### src/rtl/udma_i2s_pkg.sv
// Shared types and helpers for the I2S slave-side transmitter.
package udma_i2s_pkg;

    localparam int I2S_BITS_W = 5;

    typedef enum logic [1:0] {
        IDLE   = 2'd0,
        ALIGN  = 2'd1,
        ACTIVE = 2'd2
    } i2s_stx_state_e;

    function automatic logic [I2S_BITS_W-1:0] cnt_sat_inc(input logic [I2S_BITS_W-1:0] c);
        return (&c) ? c : c + 1'b1;
    endfunction

endpackage

### src/rtl/udma_i2s_slave_tx_if.sv
// Valid/ready word stream feeding the I2S slave transmitter.
interface udma_i2s_slave_tx_if #(
    parameter int DATA_WIDTH = 32
) ();
    logic [DATA_WIDTH-1:0] data;
    logic                  valid;
    logic                  ready;

    modport master (output data, output valid, input ready);
    modport slave  (input data, input valid, output ready);
endinterface

### src/rtl/i2s_pad_sync_edge.sv
// N-stage pad synchronizer with single-cycle rise/fall strobes on the synced level.
module i2s_pad_sync_edge #(
    parameter int SYNC_STAGES = 2
) (
    input  logic clk_i,
    input  logic rst_i,
    input  logic pad_i,
    output logic sync_o,
    output logic rise_o,
    output logic fall_o
);
    logic [SYNC_STAGES-1:0] sync_q;
    logic                   prev_q;

    always_ff @(posedge clk_i) begin
        if (rst_i) begin
            sync_q <= '0;
            prev_q <= 1'b0;
        end else begin
            sync_q <= {sync_q[SYNC_STAGES-2:0], pad_i};
            prev_q <= sync_q[SYNC_STAGES-1];
        end
    end

    assign sync_o = sync_q[SYNC_STAGES-1];
    assign rise_o = sync_o & ~prev_q;
    assign fall_o = ~sync_o & prev_q;
endmodule

### src/rtl/udma_i2s_slave_tx.sv
// I2S slave transmitter: follows external SCK/WS and shifts stream words onto SD
// with standard I2S one-bit delay framing.
module udma_i2s_slave_tx
    import udma_i2s_pkg::*;
#(
    parameter int SYNC_STAGES = 2,
    parameter int DATA_WIDTH  = 32
) (
    input  logic                  clk_i,
    input  logic                  rst_i,
    input  logic                  cfg_en_i,
    input  logic                  cfg_2ch_i,
    input  logic                  cfg_lsb_first_i,
    input  logic [I2S_BITS_W-1:0] cfg_bits_word_i,
    input  logic                  pad_sck_i,
    input  logic                  pad_ws_i,
    output logic                  pad_sd_o,
    udma_i2s_slave_tx_if.slave    strm,
    output logic                  underrun_o,
    output logic                  busy_o
);
    logic sck_rise, sck_fall, sck_lvl_unused;
    logic ws_sync, ws_rise_unused, ws_fall_unused;

    i2s_pad_sync_edge #(.SYNC_STAGES(SYNC_STAGES)) u_sck_sync (
        .clk_i  (clk_i),
        .rst_i  (rst_i),
        .pad_i  (pad_sck_i),
        .sync_o (sck_lvl_unused),
        .rise_o (sck_rise),
        .fall_o (sck_fall)
    );

    i2s_pad_sync_edge #(.SYNC_STAGES(SYNC_STAGES)) u_ws_sync (
        .clk_i  (clk_i),
        .rst_i  (rst_i),
        .pad_i  (pad_ws_i),
        .sync_o (ws_sync),
        .rise_o (ws_rise_unused),
        .fall_o (ws_fall_unused)
    );

    i2s_stx_state_e        state_q;
    logic                  ws_s_q, ws_s_d;
    logic [DATA_WIDTH-1:0] shreg_q;
    logic [I2S_BITS_W-1:0] cnt_q;
    logic                  sd_q, ready_q, underrun_q, busy_q;

    logic slot_start, need_data, do_load;

    // Counter beyond the word width, or MSB-first index wrap, yields trailing zeros.
    function automatic logic slot_bit(input logic [DATA_WIDTH-1:0] sh,
                                      input logic [I2S_BITS_W-1:0] cnt,
                                      input logic [I2S_BITS_W-1:0] bits,
                                      input logic                  lsb);
        logic [I2S_BITS_W-1:0] idx;
        idx = lsb ? cnt : bits - cnt;
        if (cnt > bits) return 1'b0;
        return sh[idx];
    endfunction

    assign ws_s_d     = sck_rise ? ws_sync : ws_s_q;
    assign slot_start = sck_rise & (ws_sync != ws_s_q);
    assign need_data  = ~ws_sync | cfg_2ch_i;
    // The aligning left-slot start also loads, so the first left word is not lost.
    assign do_load    = cfg_en_i & slot_start &
                        ((state_q == ACTIVE) | ((state_q == ALIGN) & ~ws_sync));

    always_ff @(posedge clk_i) begin
        if (rst_i) begin
            state_q    <= IDLE;
            ws_s_q     <= 1'b0;
            shreg_q    <= '0;
            cnt_q      <= '0;
            sd_q       <= 1'b0;
            ready_q    <= 1'b0;
            underrun_q <= 1'b0;
            busy_q     <= 1'b0;
        end else begin
            ready_q    <= 1'b0;
            underrun_q <= 1'b0;
            ws_s_q     <= ws_s_d;
            if (!cfg_en_i) begin
                state_q <= IDLE;
                sd_q    <= 1'b0;
                busy_q  <= 1'b0;
            end else begin
                case (state_q)
                    IDLE: begin
                        state_q <= ALIGN;
                        sd_q    <= 1'b0;
                    end
                    ALIGN: begin
                        sd_q <= 1'b0;
                        if (do_load) begin
                            state_q <= ACTIVE;
                            busy_q  <= 1'b1;
                        end
                    end
                    ACTIVE: begin
                        if (!slot_start && sck_fall) begin
                            sd_q  <= slot_bit(shreg_q, cnt_q, cfg_bits_word_i, cfg_lsb_first_i);
                            cnt_q <= cnt_sat_inc(cnt_q);
                        end
                    end
                    default: begin
                        state_q <= IDLE;
                        busy_q  <= 1'b0;
                    end
                endcase
                if (do_load) begin
                    cnt_q <= '0;
                    if (need_data && strm.valid) begin
                        shreg_q <= strm.data;
                        ready_q <= 1'b1;
                    end else begin
                        shreg_q    <= '0;
                        underrun_q <= need_data;
                    end
                end
            end
        end
    end

    assign pad_sd_o   = sd_q;
    assign strm.ready = ready_q;
    assign underrun_o = underrun_q;
    assign busy_o     = busy_q;
endmodule

### src/flat_wrapper.sv
// flat-port wrapper written by rule: the top's interface ports become plain ports
module udma_i2s_slave_tx_flat import udma_i2s_pkg::*;
#(
    parameter int SYNC_STAGES = 2,
    parameter int DATA_WIDTH  = 32
)
  (clk_i, rst_i, cfg_en_i, cfg_2ch_i, cfg_lsb_first_i, cfg_bits_word_i, pad_sck_i, pad_ws_i, pad_sd_o, underrun_o, busy_o, strm_data, strm_valid, strm_ready);
  udma_i2s_slave_tx_if #(.DATA_WIDTH(DATA_WIDTH)) strm_i ();
  input  logic clk_i;
  input  logic rst_i;
  input  logic cfg_en_i;
  input  logic cfg_2ch_i;
  input  logic cfg_lsb_first_i;
  input  logic [I2S_BITS_W-1:0] cfg_bits_word_i;
  input  logic pad_sck_i;
  input  logic pad_ws_i;
  output logic pad_sd_o;
  output logic underrun_o;
  output logic busy_o;
  input wire logic [$bits(strm_i.data)-1:0] strm_data;
  input wire logic [$bits(strm_i.valid)-1:0] strm_valid;
  output wire logic [$bits(strm_i.ready)-1:0] strm_ready;
  assign strm_i.data = strm_data;
  assign strm_i.valid = strm_valid;
  assign strm_ready = strm_i.ready;
  udma_i2s_slave_tx #(.SYNC_STAGES(SYNC_STAGES), .DATA_WIDTH(DATA_WIDTH)) u_core (.clk_i(clk_i), .rst_i(rst_i), .cfg_en_i(cfg_en_i), .cfg_2ch_i(cfg_2ch_i), .cfg_lsb_first_i(cfg_lsb_first_i), .cfg_bits_word_i(cfg_bits_word_i), .pad_sck_i(pad_sck_i), .pad_ws_i(pad_ws_i), .pad_sd_o(pad_sd_o), .strm(strm_i), .underrun_o(underrun_o), .busy_o(busy_o));
endmodule
### config.mk
export PLATFORM = sky130hd
export DESIGN_NAME = udma_i2s_slave_tx_flat
export DESIGN_NICKNAME = d
export VERILOG_FILES = /design/src/rtl/udma_i2s_pkg.sv /design/src/rtl/udma_i2s_slave_tx_if.sv /design/src/rtl/i2s_pad_sync_edge.sv /design/src/rtl/udma_i2s_slave_tx.sv /design/src/flat_wrapper.sv
export SDC_FILE = /design/constraint.sdc
export NUM_CORES = 1
export LEC_CHECK = 0
export CELL_PAD_IN_SITES_DETAIL_PLACEMENT = 1
export CELL_PAD_IN_SITES_GLOBAL_PLACEMENT = 1
export CORE_MARGIN = 3
export CORE_UTILIZATION = 35
export DETAILED_ROUTE_END_ITERATION = 8
export PLACE_DENSITY_LB_ADDON = 0.1
export SLEW_MARGIN = 10
export SYNTH_ARGS = -nofsm -noshare
export SYNTH_HDL_FRONTEND = slang
export SYNTH_SLANG_ARGS = --single-unit
### constraint.sdc
create_clock -name clk_i -period 2.75 [get_ports clk_i]
set_input_delay 0.55 -clock clk_i [delete_from_list [all_inputs] [get_ports clk_i]]
set_output_delay 0.55 -clock clk_i [all_outputs]
set_load 0.005 [all_outputs]
==> results of run 1 <==
[cells by family (layout without fill, tap and decap cells)]
kind of cell	count (synthesis)	count (layout)
AND/OR/NAND/NOR	70	70
flip-flops	49	49
multiplexers	6	6
AO/OA/AOI/OAI	73	73
adder cells (fa/ha/maj)	8	8
buffers and inverters	23	95
XOR/XNOR	5	5
[placed cells by master (no fill, tap or decap), types with 4 or more instances in the layout]
cell type / instances
a211oi_1: 10
a21oi_1: 7
a22o_1: 32
and3_1: 15
buf_4: 28
clkbuf_8: 5
clkdlybuf4s50_1: 45
dfxtp_1: 48
ha_1: 5
inv_1: 7
mux2i_1: 5
nand2_1: 7
nand2b_1: 5
nand3_1: 4
nor2_1: 9
nor2b_1: 7
nor3_1: 5
[per-stage QoR]
stage / hold WS, ns / util, % / std cells / setup WS [ns] / instance area [um2]
6_report: 0.447 / 51.1 / 383 / 0.116 / 3280
2_1_floorplan: 0.414 / - / 234 / 0.0111 / 2370
3_5_place_dp: 0.427 / 48.3 / 375 / -0.866 / 3100
4_1_cts: 0.452 / 50.7 / 383 / 0.0105 / 3250
3_3_place_gp: 0.426 / 48.3 / 375 / -0.751 / 3100
5_1_grt: 0.467 / 51.1 / 383 / -0.0130 / 3280
[critical path, cell delays in order]
cell	delay (ns)
buf_6	0.09
inv_2	0.06
ha_4	0.14
fa_2	0.46
buf_4	0.16
nand2b_4	0.08
buf_4	0.12
and3_1	0.16
a211oi_1	0.05
a2111oi_1	0.37
mux2i_1	0.13
mux2_4	0.29
o41ai_2	0.18
[metal layers]
metal	share of wire [%]	global-route usage, %	vias up
met1	50	22.1	959
met5	0	0	-
met4	0.99	3.71	0
li1	-	-	1021
met2	46	26.0	41
met3	3.4	3.20	8
[Yosys cell counts, drive strengths merged (3+ instances only)]
cell type  number  area share (%)
nand2           9             1.6
a32oi           4             1.8
o21a            3             1.0
dfxtp          49              42
inv             9             1.4
buf             7             2.4
clkbuf          6            0.95
and3           17             4.8
a211oi         13             4.1
a21oi           7             1.5
xnor2           4             1.5
nor3            5             1.1
nand3           4            0.85
a22o           32              12
nand2b          9             3.4
mux2i           5             2.1
nor2           10             1.6
nor2b           8             2.1
ha              7             3.7
[registers in the layout (all words and copies together), names as in the netlist, 2 cells and up]
register,cells
u_core.u_ws_sync.sync_q,2
u_core.shreg_q,32
u_core.u_sck_sync.sync_q,2
u_core.cnt_q,5
u_core.state_q,2
[worst paths after layout]
| path | startpoint | cells past startpoint | slack, ns | to |
|---|---|---|---|---|
| min | u_core.u_sck_sync.sync_q[0]$_SDFF_PP0_ | 1 | 0.45 | u_core.u_sck_sync.sync_q[1]$_SDFF_PP0_ |
| max reg2reg | u_core.cnt_q[0]$_SDFFE_PP0P_ | 11 | 0.13 | u_core.pad_sd_o$_SDFFE_PP0P_ |
| min reg2reg | u_core.u_sck_sync.sync_q[0]$_SDFF_PP0_ | 1 | 0.45 | u_core.u_sck_sync.sync_q[1]$_SDFF_PP0_ |
| max | cfg_bits_word_i[0] | 13 | 0.12 | u_core.pad_sd_o$_SDFFE_PP0P_ |
[power by group]
group / total, mW / internal (mW) / switching, mW / leakage (nW)
logic: 0.199 / 0.119 / 0.0796 / 0.875
clock network: 0.426 / 0.180 / 0.247 / 0.0374
registers: 0.716 / 0.713 / 0.00293 / 0.396
[area by class of cell]
cell class	instances	area, um2
Clock buffer	6	72.6
Clock inverter	2	15.0
Fill cell	735	3140
Inverter	10	38.8
Multi-Input combinational cell	162	1370
Sequential cell	49	982
Tap cell	77	96.3
Timing Repair Buffer	77	709
[repair_timing]
item | CTS | global route
buffers inserted | 1 | 0
pin swaps | 8 | 5
endpoints found under the setup margin | 1 | 1
resized for setup | 17 | 9
endpoints found under the hold margin | 0 | 0
==> metrics.csv, run 1 <==
metric,value,unit
outcome,completed,
clockRootBuffer,clkbuf_8,
syn-instance-count,234,
drv_slew,0,
antenna_cells,0,
antenna_found_initial,0,
fin_setup_tns,0,ns
synthArstFlopShare,0,%
path_clk_slew,0.10,ns
rsz0062_at_grt,yes,
numPortBuffers,48,
dp.final_hpwl,4600,um
setup_viol,0,
drt-total-wl,6050,um
synth-seq-cells,49,
clock_skew,0.0102,ns
grt_pass1_wl,9850,um
arrival,2.84,ns
synth_nets,287,
drive_gt1_share,23.2,%
fin_crit,2.63,ns
worstSetupPathType,in2reg,
power.total,1.34,mW
synth_flop_cell,dfxtp_1,
synthAdderAreaFrac,4.56,%
wire_per_inst,15.8,um
cap_violations,0,
grt_overflow,0,
core-area,0.00642,mm2
yosysWarnings,0,
ant_nets,0,
io_pins,49,
synth-xor-area-share,2.18,%
grt_max_degree,34,
syn_avg_cell_area,10.1,um2
floorplan.initialDensity,36.7,%
worst_pin_slew,0.380,ns
synth_top_family_by_area,compound AO/OA/AOI/OAI gates,
synth_compound_area_share,25.9,%
drc,0,
area_growth,39.2,%
cts_hold_buf,0,
cts.path.max_buffers,2,
muxShareOfSynthArea,2.60,%
ys_seq_area_share,41.6,%
fin_nets,358,
timing_hold_violations_final,0,
crit_required,2.96,ns
period_share,95.8,%
endpoint_kind,register,
cts.sinks,49,
leakagePower,1.31,nW
clkLatencyLatePin,0.30,ns
hold_path_class,reg2reg,
dr.pass1.iters,4,
htreeDepth,2,
drtIter0Drc,82,
vias,2029,
ir_worst_vdd,0.258,mV
rows,29,
routed_via_density,5.30,
synthSimpleGateAreaFrac,18.1,%
startpoint_type,input port,
synth_edf_count,0,
powerDensity,409,mW/mm2
synth_cell_types,52,
die-area,0.00776,mm2
cts_tree,yes,
grt_pass1_vias,2027,
path_max_fanout,5,
synth_area,0.00236,mm2
relSlewSlack,74.5,%
fmax,380,MHz
die_h,88.1,um
place.gp.congestion,0.785,
cts_buffers,5,
die_w,88.1,um
grt.total_usage,16.1,%
(Power assumes the default switching activity.)
==> inputs of run 2 (changes only) <==
--- a/config.mk
+++ b/config.mk
@@ -8,7 +8,8 @@
 export CELL_PAD_IN_SITES_DETAIL_PLACEMENT = 1
 export CELL_PAD_IN_SITES_GLOBAL_PLACEMENT = 1
 export CORE_MARGIN = 3
-export CORE_UTILIZATION = 35
+export CORE_UTILIZATION = 42
+export CTS_CLUSTER_DIAMETER = 30
 export DETAILED_ROUTE_END_ITERATION = 8
 export PLACE_DENSITY_LB_ADDON = 0.1
 export SLEW_MARGIN = 10
==> constraint.sdc (replaced) <==
create_clock -name clk_i -period 3.05 [get_ports clk_i]
set_input_delay 0.61 -clock clk_i [delete_from_list [all_inputs] [get_ports clk_i]]
set_output_delay 0.61 -clock clk_i [all_outputs]
set_load 0.005 [all_outputs]
==> run 2 against run 1 <==
Worst hold slack got worse by 0.0050 ns; clock power fell by 3%; critical path depth decreased by 1; via count increased by 5.6%; power fell by 7.4%; die area decreased by 16%; clock skew up 0.0010 ns; non-clock buffer count down 3; sequential power fell by 9.8%; global-route usage increased by 7.1 points.
==> metrics.csv, run 2 (same netlist as run 1, synthesis figures left out) <==
metric,value,unit,change
setup_viol,0,,unchanged
relSlewSlack,63.6,%,-11 points
area_growth,37.2,%,
startpoint_type,input port,,
fin_util,61.4,%,+10 points
power.total,1.24,mW,-7.4%
cts_buffers,5,,unchanged
path_max_fanout,3,,-2
floorplan.initialDensity,44.8,%,+8.0 points
drv_slew,0,,unchanged
outcome,completed,,
fillers,592,,-19%
fin_nets,355,,-0.84%
drt-total-wl,7150,um,+18%
fmax,337,MHz,
drive_gt1_share,22.4,%,-0.76 points
top_regs,"u_core.shreg_q x32, u_core.cnt_q x5",,
ir_worst_vdd,0.262,mV,+1.4%
period_share,97.3,%,
fin_crit,2.97,ns,
place.gp.congestion,0.839,,+6.9%
die_w,80.9,um,-8.1%
worstSetupPathType,in2reg,,
antenna_found_initial,0,,unchanged
clockRootBuffer,clkbuf_8,,
path_delay_family,compound AO/OA/AOI/OAI gates,,
endpoint_kind,register,,
grt_pass1_wl,11600,um,+18%
path_clk_slew,0.09,ns,about the same
cts_hold_buf,0,,unchanged
crit_chain,dlygate4sd2_1 > inv_2 > ha_4 > fa_2 > nor2b_4 > a32oi_2 > a211oi_2 > a2111oi_2 > buf_4 > mux2i_1 > mux2_4 > o41ai_2,,
clock_skew,0.0112,ns,+0.00101 ns
antenna_cells,0,,unchanged
vias,2142,,+5.6%
die_h,80.9,um,-8.1%
largest_register,u_core.shreg_q,,
die-area,0.00655,mm2,-16%
wire_per_inst,19.2,um,+21%
clkLatencyLatePin,0.31,ns,about the same
timing_hold_violations_final,0,,unchanged
dr.pass1.iters,4,,unchanged
largest_reg_flops,32,,unchanged
powerDensity,384,mW/mm2,-6.1%
leakagePower,1.30,nW,-1.0%
dp.final_hpwl,4770,um,+3.7%
io_pins,49,,unchanged
worst_pin_slew,0.541,ns,+0.161 ns
cpMaxStageDelayCell,fa_2,,
timing.critical_path.buf_inv,3,,-1
grt_overflow,0,,unchanged
ant_nets,0,,unchanged
core-area,0.00527,mm2,-18%
mostFrequentLayoutCell,dfxtp_1,,
drc,0,,unchanged
grt.total_usage,23.1,%,+7.1 points
rrSetupSlack,0.14,ns,about the same
cap_violations,0,,unchanged
crit_required,3.26,ns,+0.30 ns
htreeDepth,2,,unchanged
slowest_delay,0.48,ns,+0.02 ns
hold_path_class,reg2reg,,
cts_tree,yes,,
cts.sinks,49,,unchanged
routed_via_density,5.74,,+8.4%
drtIter0Drc,150,,+83%
arrival,3.18,ns,+0.34 ns
layout_common_cells,"dfxtp_1, clkdlybuf4s50_1, a22o_1, buf_4, and3_1",,
cts.path.max_buffers,2,,unchanged
grt_max_degree,34,,unchanged
numPortBuffers,48,,unchanged
grt_pass1_vias,2375,,+17%
fin_setup_tns,0,ns,unchanged
rows,26,,-10%
[run 2: cell count changes in the layout (fill, tap and decap cells not counted), sizes merged]
cell / delta
dlymetal6s2s: -1
clkinvlp: -2
clkdlybuf4s50: +1
dlygate4sd2: +2
clkinv: +2
buf: -4
clkbuf: -1
[run 2: report_power, final]
part	switching (mW)	total [mW]	internal, mW
clock network	0.231	0.415	0.184
registers	0.00287	0.646	0.643
logic	0.0770	0.181	0.104
total	0.310	1.24	0.932
[run 2: stage by stage]
stage               hold slack, ns  area [um2]  worst slack [ns]  cells
floorplan                    0.414        2360             0.158    234
global placement             0.417        3030            -0.555    363
detailed placement           0.427        3030            -0.608    363
CTS                          0.449        3200            0.0615    372
global route                 0.477        3240           -0.0139    373
finish                       0.442        3240            0.0815    373
[run 2: cell type report]
cell class | instances | area (um2) | area share, %
Timing Repair Buffer | 74 | 673 | 20.8
Sequential cell | 49 | 981 | 30.3
Clock buffer | 6 | 82.6 | 2.55
Inverter | 10 | 38.8 | 1.20
Clock inverter | 2 | 13.8 | 0.425
Multi-Input combinational cell | 162 | 1360 | 42.0
Tap cell | 70 | 87.6 | 2.71
[run 2: path summary, 6_finish.rpt]
path | from | endpoint | cells past startpoint
hold / removal | u_core.u_ws_sync.sync_q[0]$_SDFF_PP0_ | u_core.u_ws_sync.sync_q[1]$_SDFF_PP0_ | 1
setup reg to reg | u_core.cnt_q[2]$_SDFFE_PP0P_ | u_core.pad_sd_o$_SDFFE_PP0P_ | 10
setup / recovery | cfg_bits_word_i[0] | u_core.pad_sd_o$_SDFFE_PP0P_ | 12
hold reg to reg | u_core.u_ws_sync.sync_q[0]$_SDFF_PP0_ | u_core.u_ws_sync.sync_q[1]$_SDFF_PP0_ | 1
[run 2: repair_timing]
item,in CTS,in global routing
pin swaps,9,5
resized for setup,16,6
setup endpoints to repair,1,1
buffers inserted,2,1
cloned,0,0
[run 2: routing by layer]
layer,GRT usage (%),up-vias,part of all wire (%)
met5,0,-,0
met4,8.78,0,1.9
met3,4.32,17,3.4
met2,41.5,50,52
met1,27.2,1065,43
li1,-,1010,-
==> inputs of run 3 (changes only) <==
--- a/config.mk
+++ b/config.mk
@@ -5,13 +5,11 @@
 export SDC_FILE = /design/constraint.sdc
 export NUM_CORES = 1
 export LEC_CHECK = 0
-export CELL_PAD_IN_SITES_DETAIL_PLACEMENT = 1
-export CELL_PAD_IN_SITES_GLOBAL_PLACEMENT = 1
 export CORE_MARGIN = 3
-export CORE_UTILIZATION = 42
+export CORE_UTILIZATION = 55
 export CTS_CLUSTER_DIAMETER = 30
 export DETAILED_ROUTE_END_ITERATION = 8
-export PLACE_DENSITY_LB_ADDON = 0.1
+export PLACE_DENSITY = 0.85
 export SLEW_MARGIN = 10
 export SYNTH_ARGS = -nofsm -noshare
 export SYNTH_HDL_FRONTEND = slang
==> run 3 against run 2 <==
The run now ends with setup timing left; critical path depth decreased by 2; routed wire length decreased by 21%; power up 3.8%; largest power group unchanged; non-clock buffer count shrank 9; die area shrank 22%; critical endpoint unchanged.
==> metrics.csv, run 3 (same netlist as run 1, synthesis figures left out) <==
metric,value,unit,change
outcome,finished with violations,,
violations,setup timing,,
path_max_fanout,4,,+1
crit_required,3.25,ns,about the same
routed_via_density,5.94,,+3.5%
setup_ws,-0.00997,ns,-0.0914 ns
antenna_found_initial,0,,unchanged
relSlewSlack,52.4,%,-11 points
use_met1,27.3,%,+0.082 points
clkLatencyLatePin,0.29,ns,-0.02 ns
fin_crit,3.06,ns,+0.0914 ns
grt-busiest-layer,met2,,
fin_util,78.5,%,+17 points
die_w,71.5,um,-12%
top_regs,"u_core.shreg_q x32, u_core.cnt_q x5",,
met3_usage,5.19,%,+0.87 points
largest_reg_flops,32,,unchanged
grt_pass1_vias,1947,,-18%
endpoint_kind,register,,
largest_register,u_core.shreg_q,,
hold_path_class,reg2reg,,
clockRootBuffer,clkbuf_8,,
startpoint_type,input port,,
grt_overflow,0,,unchanged
grt_pass1_wl,8960,um,-23%
arrival,3.26,ns,+0.08 ns
drive_gt1_share,19.4,%,-3.1 points
place.gp.congestion,0.850,,+1.3%
clock_skew,0.00451,ns,-0.00669 ns
wire_per_inst,16.5,um,-14%
cts.path.max_buffers,2,,unchanged
dr.pass1.iters,4,,unchanged
cts.sinks,49,,unchanged
mostFrequentLayoutCell,dfxtp_1,,
fin_area,0.00319,mm2,-1.6%
path_clk_slew,0.09,ns,about the same
fin_setup_tns,-0.00997,ns,-0.00997 ns
cts_buffers,5,,unchanged
drtIter0Drc,162,,+8.0%
ir_worst_vdd,0.318,mV,+22%
timing_hold_violations_final,0,,unchanged
powerDensity,405,mW/mm2,+5.4%
grt.total_usage,21.9,%,-1.2 points
cpMaxStageDelayCell,ha_1,,
crit_chain,clkdlybuf4s50_1 > ha_1 > xor2_4 > a32oi_2 > buf_4 > a211oi_1 > nor4_2 > mux2i_1 > mux2_4 > o41ai_2,,
timing.critical_path.buf_inv,2,,-1
slowest_delay,0.46,ns,-0.02 ns
cap_violations,0,,unchanged
fmax,327,MHz,-3.0%
period_share,100,%,+3.0 points
place_area,0.00296,mm2,-2.4%
die-area,0.00511,mm2,-22%
htreeDepth,2,,unchanged
grt_max_degree,34,,unchanged
power.total,1.29,mW,+3.8%
leakagePower,1.27,nW,-2.0%
ant_nets,0,,unchanged
core-area,0.00406,mm2,-23%
drv_slew,0,,unchanged
rows,23,,-12%
cts_hold_buf,0,,unchanged
antenna_cells,0,,unchanged
floorplan.initialDensity,58.1,%,+13 points
fillers,275,,-54%
worstSetupPathType,in2reg,,
grt_use_met2,37.3,%,-4.1 points
numPortBuffers,48,,unchanged
worst_pin_slew,0.713,ns,+0.172 ns
holdWs,0.458,ns,+0.0158 ns
fin_nets,346,,-2.5%
dp.final_hpwl,3910,um,-18%
die_h,71.5,um,-12%
io_pins,49,,unchanged
cts_tree,yes,,
vias,2045,,-4.5%
area_growth,35.1,%,
drt-total-wl,5680,um,-21%
setup_viol,1,,+1
drc,0,,unchanged
layout_common_cells,"dfxtp_1, clkdlybuf4s50_1, a22o_1, buf_4, and3_1",,
path_delay_family,buffers and inverters,,
-- run 3: through the flow --
| step | cells | worst slack (ns) |
|---|---|---|
| after detailed placement | 335 | -0.668 |
| after global routing | 344 | -0.0568 |
| final | 344 | -0.00997 |
| after floorplan | 234 | 0.158 |
| after global placement | 335 | -0.504 |
| after CTS | 344 | 0.134 |
-- run 3: report_power, final --
group	switching, mW	internal [mW]
logic	0.0729	0.0993
registers	0.00249	0.643
clock network	0.205	0.266
total	0.280	1.01
-- run 3: path summary, 6_finish.rpt --
kind / from / end / slack [ns] / cells past startpoint
max: cfg_bits_word_i[2] / u_core.pad_sd_o$_SDFFE_PP0P_ / -0.01 / 10
min: u_core.u_ws_sync.sync_q[0]$_SDFF_PP0_ / u_core.u_ws_sync.sync_q[1]$_SDFF_PP0_ / 0.46 / 1
max reg2reg: u_core.cnt_q[2]$_SDFFE_PP0P_ / u_core.pad_sd_o$_SDFFE_PP0P_ / 0.07 / 10
min reg2reg: u_core.u_ws_sync.sync_q[0]$_SDFF_PP0_ / u_core.u_ws_sync.sync_q[1]$_SDFF_PP0_ / 0.46 / 1
-- run 3: layer usage --
metal,up-vias,part of all wire [%]
met5,-,0
met4,0,1.9
met3,11,5.1
met2,68,50
met1,964,43
li1,1002,-
-- run 3: what timing repair did --
item                       4_1_cts  5_1_grt
pin swaps                        9        5
gates resized for setup         15        4
setup endpoints to repair        1        1
buffers inserted                 1        0
gates cloned                     0        0
-- run 3: cell type report --
| type | count | area (um2) | area share [%] |
|---|---|---|---|
| inverter | 10 | 38.8 | 1.22 |
| tap | 50 | 62.6 | 1.96 |
| sequential | 49 | 981 | 30.8 |
| clock buffer | 6 | 82.6 | 2.59 |
| timing repair buffer | 65 | 622 | 19.5 |
| multi-input combinational | 162 | 1360 | 42.7 |
| clock inverter | 2 | 37.5 | 1.18 |
